### config.mk
export PLATFORM = sky130hd
export DESIGN_NAME = inst_fetch_decode
export DESIGN_NICKNAME = d
export VERILOG_FILES = /design/src/rtl/inst_fetch_decode.sv
export SDC_FILE = /design/constraint.sdc
export NUM_CORES = 1
export LEC_CHECK = 0
export CORE_UTILIZATION = 41
export DETAILED_ROUTE_END_ITERATION = 8
export GPL_TIMING_DRIVEN = 1
export PLACE_DENSITY = 0.77
export SLEW_MARGIN = 5
export SYNTH_ARGS = -nofsm -noshare
export SYNTH_HDL_FRONTEND = slang
export SYNTH_SLANG_ARGS = --single-unit
### constraint.sdc
create_clock -name clk -period 1.86 [get_ports clk]
set_input_delay 0.372 -clock clk [delete_from_list [all_inputs] [get_ports clk]]
set_output_delay 0.372 -clock clk [all_outputs]
set_load 0.01 [all_outputs]
### src/rtl/inst_fetch_decode.sv
// rtl/inst_fetch_decode.sv - instruction fetch and decode stage with valid/ready output register
//
// Fetches one 16-bit instruction per cycle from a combinational ROM addressed by
// pc, latches it together with its address into an output register, and decodes
// fields and class flags from that register.
//
// Optional feature: define FETCH_PERF_CNT_EN to add a saturating issue counter.
//
// Ports:
//   clk, rst            clock (rising edge), asynchronous active-high reset
//   run                 fetch enable
//   rom_addr, rom_inst  ROM address (equals pc) and same-cycle ROM data
//   pc_wr_en/pc_wr_data PC redirect from execute; flushes the output register
//   dec_valid/dec_ready output handshake
//   dec_pc              address of the held instruction
//   dec_opcode, dec_dest, dec_op1, dec_op2, dec_const  instruction fields
//   dec_wr_reg, dec_mem_rd, dec_mem_wr, dec_branch, dec_pc_write  class flags
//   issue_cnt           transfers issued, saturating (FETCH_PERF_CNT_EN only)

module inst_fetch_decode (
  input  logic        clk,
  input  logic        rst,
  input  logic        run,
  output logic [7:0]  rom_addr,
  input  logic [15:0] rom_inst,
  input  logic        pc_wr_en,
  input  logic [7:0]  pc_wr_data,
  output logic        dec_valid,
  input  logic        dec_ready,
  output logic [7:0]  dec_pc,
  output logic [3:0]  dec_opcode,
  output logic [3:0]  dec_dest,
  output logic [3:0]  dec_op1,
  output logic [3:0]  dec_op2,
  output logic [7:0]  dec_const,
  output logic        dec_wr_reg,
  output logic        dec_mem_rd,
  output logic        dec_mem_wr,
  output logic        dec_branch,
  output logic        dec_pc_write
`ifdef FETCH_PERF_CNT_EN
  ,
  output logic [15:0] issue_cnt
`endif
);

  typedef enum logic [1:0] {IDLE, RUN, HOLD} state_t;

  state_t      state, state_nxt;
  logic [7:0]  pc;
  logic [15:0] inst;
  logic        capture;
  logic        xfer;
  logic        wr_class;

  assign rom_addr = pc;

  // A redirect wins over everything, so it also suppresses capture.
  always_comb begin
    xfer    = dec_valid && dec_ready;
    capture = !pc_wr_en && run && (state != IDLE) && (!dec_valid || dec_ready);
  end

  always_comb begin
    state_nxt = state;
    if (pc_wr_en) begin
      state_nxt = run ? RUN : IDLE;
    end else if (!run && (!dec_valid || dec_ready)) begin
      state_nxt = IDLE;
    end else begin
      case (state)
        IDLE:    if (run) state_nxt = RUN;
        RUN:     if (dec_valid && !dec_ready) state_nxt = HOLD;
        HOLD:    if (dec_ready) state_nxt = RUN;
        default: state_nxt = IDLE;
      endcase
    end
  end

  always_ff @(posedge clk or posedge rst) begin
    if (rst) begin
      state     <= IDLE;
      pc        <= 8'h00;
      dec_valid <= 1'b0;
      dec_pc    <= 8'h00;
      inst      <= 16'h0000;
    end else begin
      state <= state_nxt;
      if (pc_wr_en) begin
        pc        <= pc_wr_data;
        dec_valid <= 1'b0;
      end else if (capture) begin
        inst      <= rom_inst;
        dec_pc    <= pc;
        pc        <= pc + 8'd1;
        dec_valid <= 1'b1;
      end else if (xfer) begin
        dec_valid <= 1'b0;
      end
    end
  end

  assign dec_opcode = inst[15:12];
  assign dec_dest   = inst[11:8];
  assign dec_op1    = inst[7:4];
  assign dec_op2    = inst[3:0];
  assign dec_const  = inst[7:0];

  always_comb begin
    wr_class = 1'b0;
    case (dec_opcode)
      4'd1, 4'd3, 4'd4, 4'd5: wr_class = 1'b1;
      default:                wr_class = dec_opcode[3];
    endcase
  end

  // Flags are meaningless without a held instruction, so they are gated by dec_valid.
  assign dec_wr_reg   = dec_valid && wr_class;
  assign dec_mem_rd   = dec_valid && (dec_opcode == 4'd1);
  assign dec_mem_wr   = dec_valid && (dec_opcode == 4'd2);
  assign dec_branch   = dec_valid && ((dec_opcode == 4'd6) || (dec_opcode == 4'd7));
  assign dec_pc_write = dec_wr_reg && (dec_dest == 4'd0);

`ifdef FETCH_PERF_CNT_EN
  always_ff @(posedge clk or posedge rst) begin
    if (rst) begin
      issue_cnt <= 16'h0000;
    end else if (xfer && (issue_cnt != 16'hFFFF)) begin
      issue_cnt <= issue_cnt + 16'd1;
    end
  end
`endif

endmodule

==> flow_summary.toml, run 1 <==
[clock_network]
clock_latency_ns = 0.28
root_buffer = "clkbuf_8"
cts_tree = "built"
clock_path_buffers = 2
htree_levels = 2
cts.sinks = 35
cts-buffers-inserted = 5
path_clk_slew_ns = 0.07

[logic_synthesis]
ys_seq_area_share_pct = 52.87
synth-main-ff-cell = "dfrtp_1"
synth_top_area_share_pct = 52.87
yosysWarnings = 0
synthArstFlopShare_pct = 100.0
yosysUniqueCellTypes = 32
syn-cell-area_sq_mm = 0.001657
synthTopCellsByArea = "dfrtp_1 53%, mux2_2 12%, mux2_1 4.1%"
synth_area_leader_cell = "dfrtp_1"
syn_area_per_cell_sq_um = 12.09
ys_ff_latch = 35
synth_edf_count = 0
syn_nets = 167
postSynthCellCount = 137

[setup_path]
rr_startpoint = "dec_valid$_DFFE_PP0P_"
crit_required_ns = 1.49
crit_fanout = 4
crit_arrival_ns = 1.43
worstSetupPathType = "reg2out"
critPathCaptureType = "output port"
start_kind = "register"
cp-startpoint = "inst[15]$_DFFE_PP0P_"

[floorplan]
die_area_sq_mm = 0.004299
core_sq_mm = 0.003771
fp.dieW_um = 65.57
rows = 22
pin_count = 75
start_util_pct = 43.93
die_h_um = 65.57

[place]
portBuffers = 74
dpl_worst_slack_ns = -0.05312
hpwl_mm = 2.928
routabilityCongestion = 0.8664

[final_layout]
syn2layout_area_growth_pct = 54.68
final-seq-area_sq_um = 878.3
insertedDiodeCount = 0
fillerInstances = 273
drive_above_1_share_pct = 21.20
fin_nets = 246
layout_common_cells = "69 x clkdlybuf4s50_1, 33 x dfrtp_1, 18 x mux2_2, 11 x nand2_1, 10 x o21ai_0"
layout_commonest_cell = "clkdlybuf4s50_1"
multi_input_comb_area_sq_um = 694.4

[timing]
hold_viol = 0
timing.fmax_mhz = 555.2
slew_violations = 0
clock_skew_ns = 0.003869
holdWs_ns = 0.4920
worstMarginPinSlew_ns = 0.4360
fin_ws_ns = 0.05901
finalCriticalPeriod_ns = 1.801
slew_headroom_pct = 70.93
finalCritPeriodShare_pct = 96.83
setup_violations = 0
rsz0062_at_grt = "no"

[drt]
ant_nets = 0
avgViaCountPerCell = 4.977
via_count = 1319
totalWireLength_mm = 3.898
drc = 0
routedWlPerCell_um = 14.71
drt_iter0_drc = 66
dr.pass1.iters = 4

[power_and_ir_drop]
power_mw = 2.431
powerDensity_mw_per_mm2 = 948.6
p_leak_nw = 1.051
irDropWorstVdd_v = 0.0006740

[outcome]
status = "finished clean"

[run]
drv_cap = 0

[global_route]
grt_max_degree = 36
grt_pass1_wl_mm = 6.368
antenna_found_initial = 0
grtUsageTotal_pct = 19.85
grt-ovfl-total = 0
first_global_vias = 1297

[min_path]
worstHoldStart = "dec_pc[1]$_DFFE_PP0P_"
hold_class = "reg2reg"
final cells by class:
class | instances | share of cell area (%)
clock buffers | 8 | 3.906
inverters | 3 | 0.4395
multi-input cells | 87 | 27.10
flip-flops and latches | 35 | 34.28
well taps | 48 | 2.344
repair buffers | 84 | 31.93
final timing paths:
path	end	slack [ns]	depth (start not counted)
max	dec_mem_rd	0.06	3
min	dec_pc[1]$_DFFE_PP0P_	0.49	1
max reg2reg	inst[1]$_DFFE_PP0P_	0.28	5
min reg2reg	dec_pc[1]$_DFFE_PP0P_	0.49	1
max in group asynchronous	inst[13]$_DFFE_PP0P_	1.01	3
min in group asynchronous	inst[8]$_DFFE_PP0P_	0.52	3
cells in the mapped netlist, types with 3 or more instances:
cell      n
mux2_2   18
nor2_1    3
nor4_1    3
nand2_1  12
buf_4     8
mux2_1    6
dfrtp_1  35
inv_1     3
o21a_1    3
o21ai_0  10
xnor2_1   4
nand3_1   4
worst max-delay path, stage by stage, from the launching register on:
cell and delay (ns):
dfrtp_1 0.40, nand2b_1 0.21, nor4b_2 0.24, dlygate4sd2_1 0.30
report_power, final:
part           internal, mW  switching (mW)  leakage, nW
combinational         0.518           0.289        0.580
clock                 0.338           0.249       0.0515
sequential            0.909           0.129        0.419
registers in the layout, indices dropped and copies added, names as in the netlist:
signal     cells
dec_pc         8
dec_valid      1
inst          16
rom_addr       8
state          2
logic make-up (layout without fill, tap and decap cells):
kind of cell / after synthesis / after routing / share of synthesized area [%]
simple gates: 36 / 36 / 13.22
xor+xnor: 6 / 6 / 3.172
buf+inv: 15 / 95 / 6.118
flops: 35 / 35 / 52.87
compound gates: 18 / 18 / 6.344
fa+ha+maj: 1 / 1 / 0.7552
mux: 26 / 26 / 17.52
metrics by stage:
step                      area [sq um]  std cells  TNS [ns]  utilization (%)
final                             2562        265         0            67.95
after global routing              2562        265         0            67.95
after CTS                         2531        262         0            67.12
after detailed placement          2432        254    -1.058            64.50
after global placement            2432        254         0            64.50
after floorplan                   1657        137         0                -
repair_timing:
action                     in CTS  in global routing
buffers inserted                0                  3
setup endpoints to repair       5                  3
hold buffers                    0                  0
resized for setup               8                  4
pin swaps                       0                  0
layer usage:
metal | wire, um | GRT usage (%) | share of wire (%)
met3 | 185 | 3.125 | 4.7
met2 | 2061 | 35.18 | 53
met4 | 51 | 7.337 | 1.3
met1 | 1601 | 24.08 | 41
met5 | 0 | 0 | 0
(Power assumes the default switching activity.)
==> inputs of run 2 (changes only) <==
Settings changed: GPL_TIMING_DRIVEN 1 to unset.
==> results of run 2 <==
Final layout, timing and power as in run 1 (identical DEF).
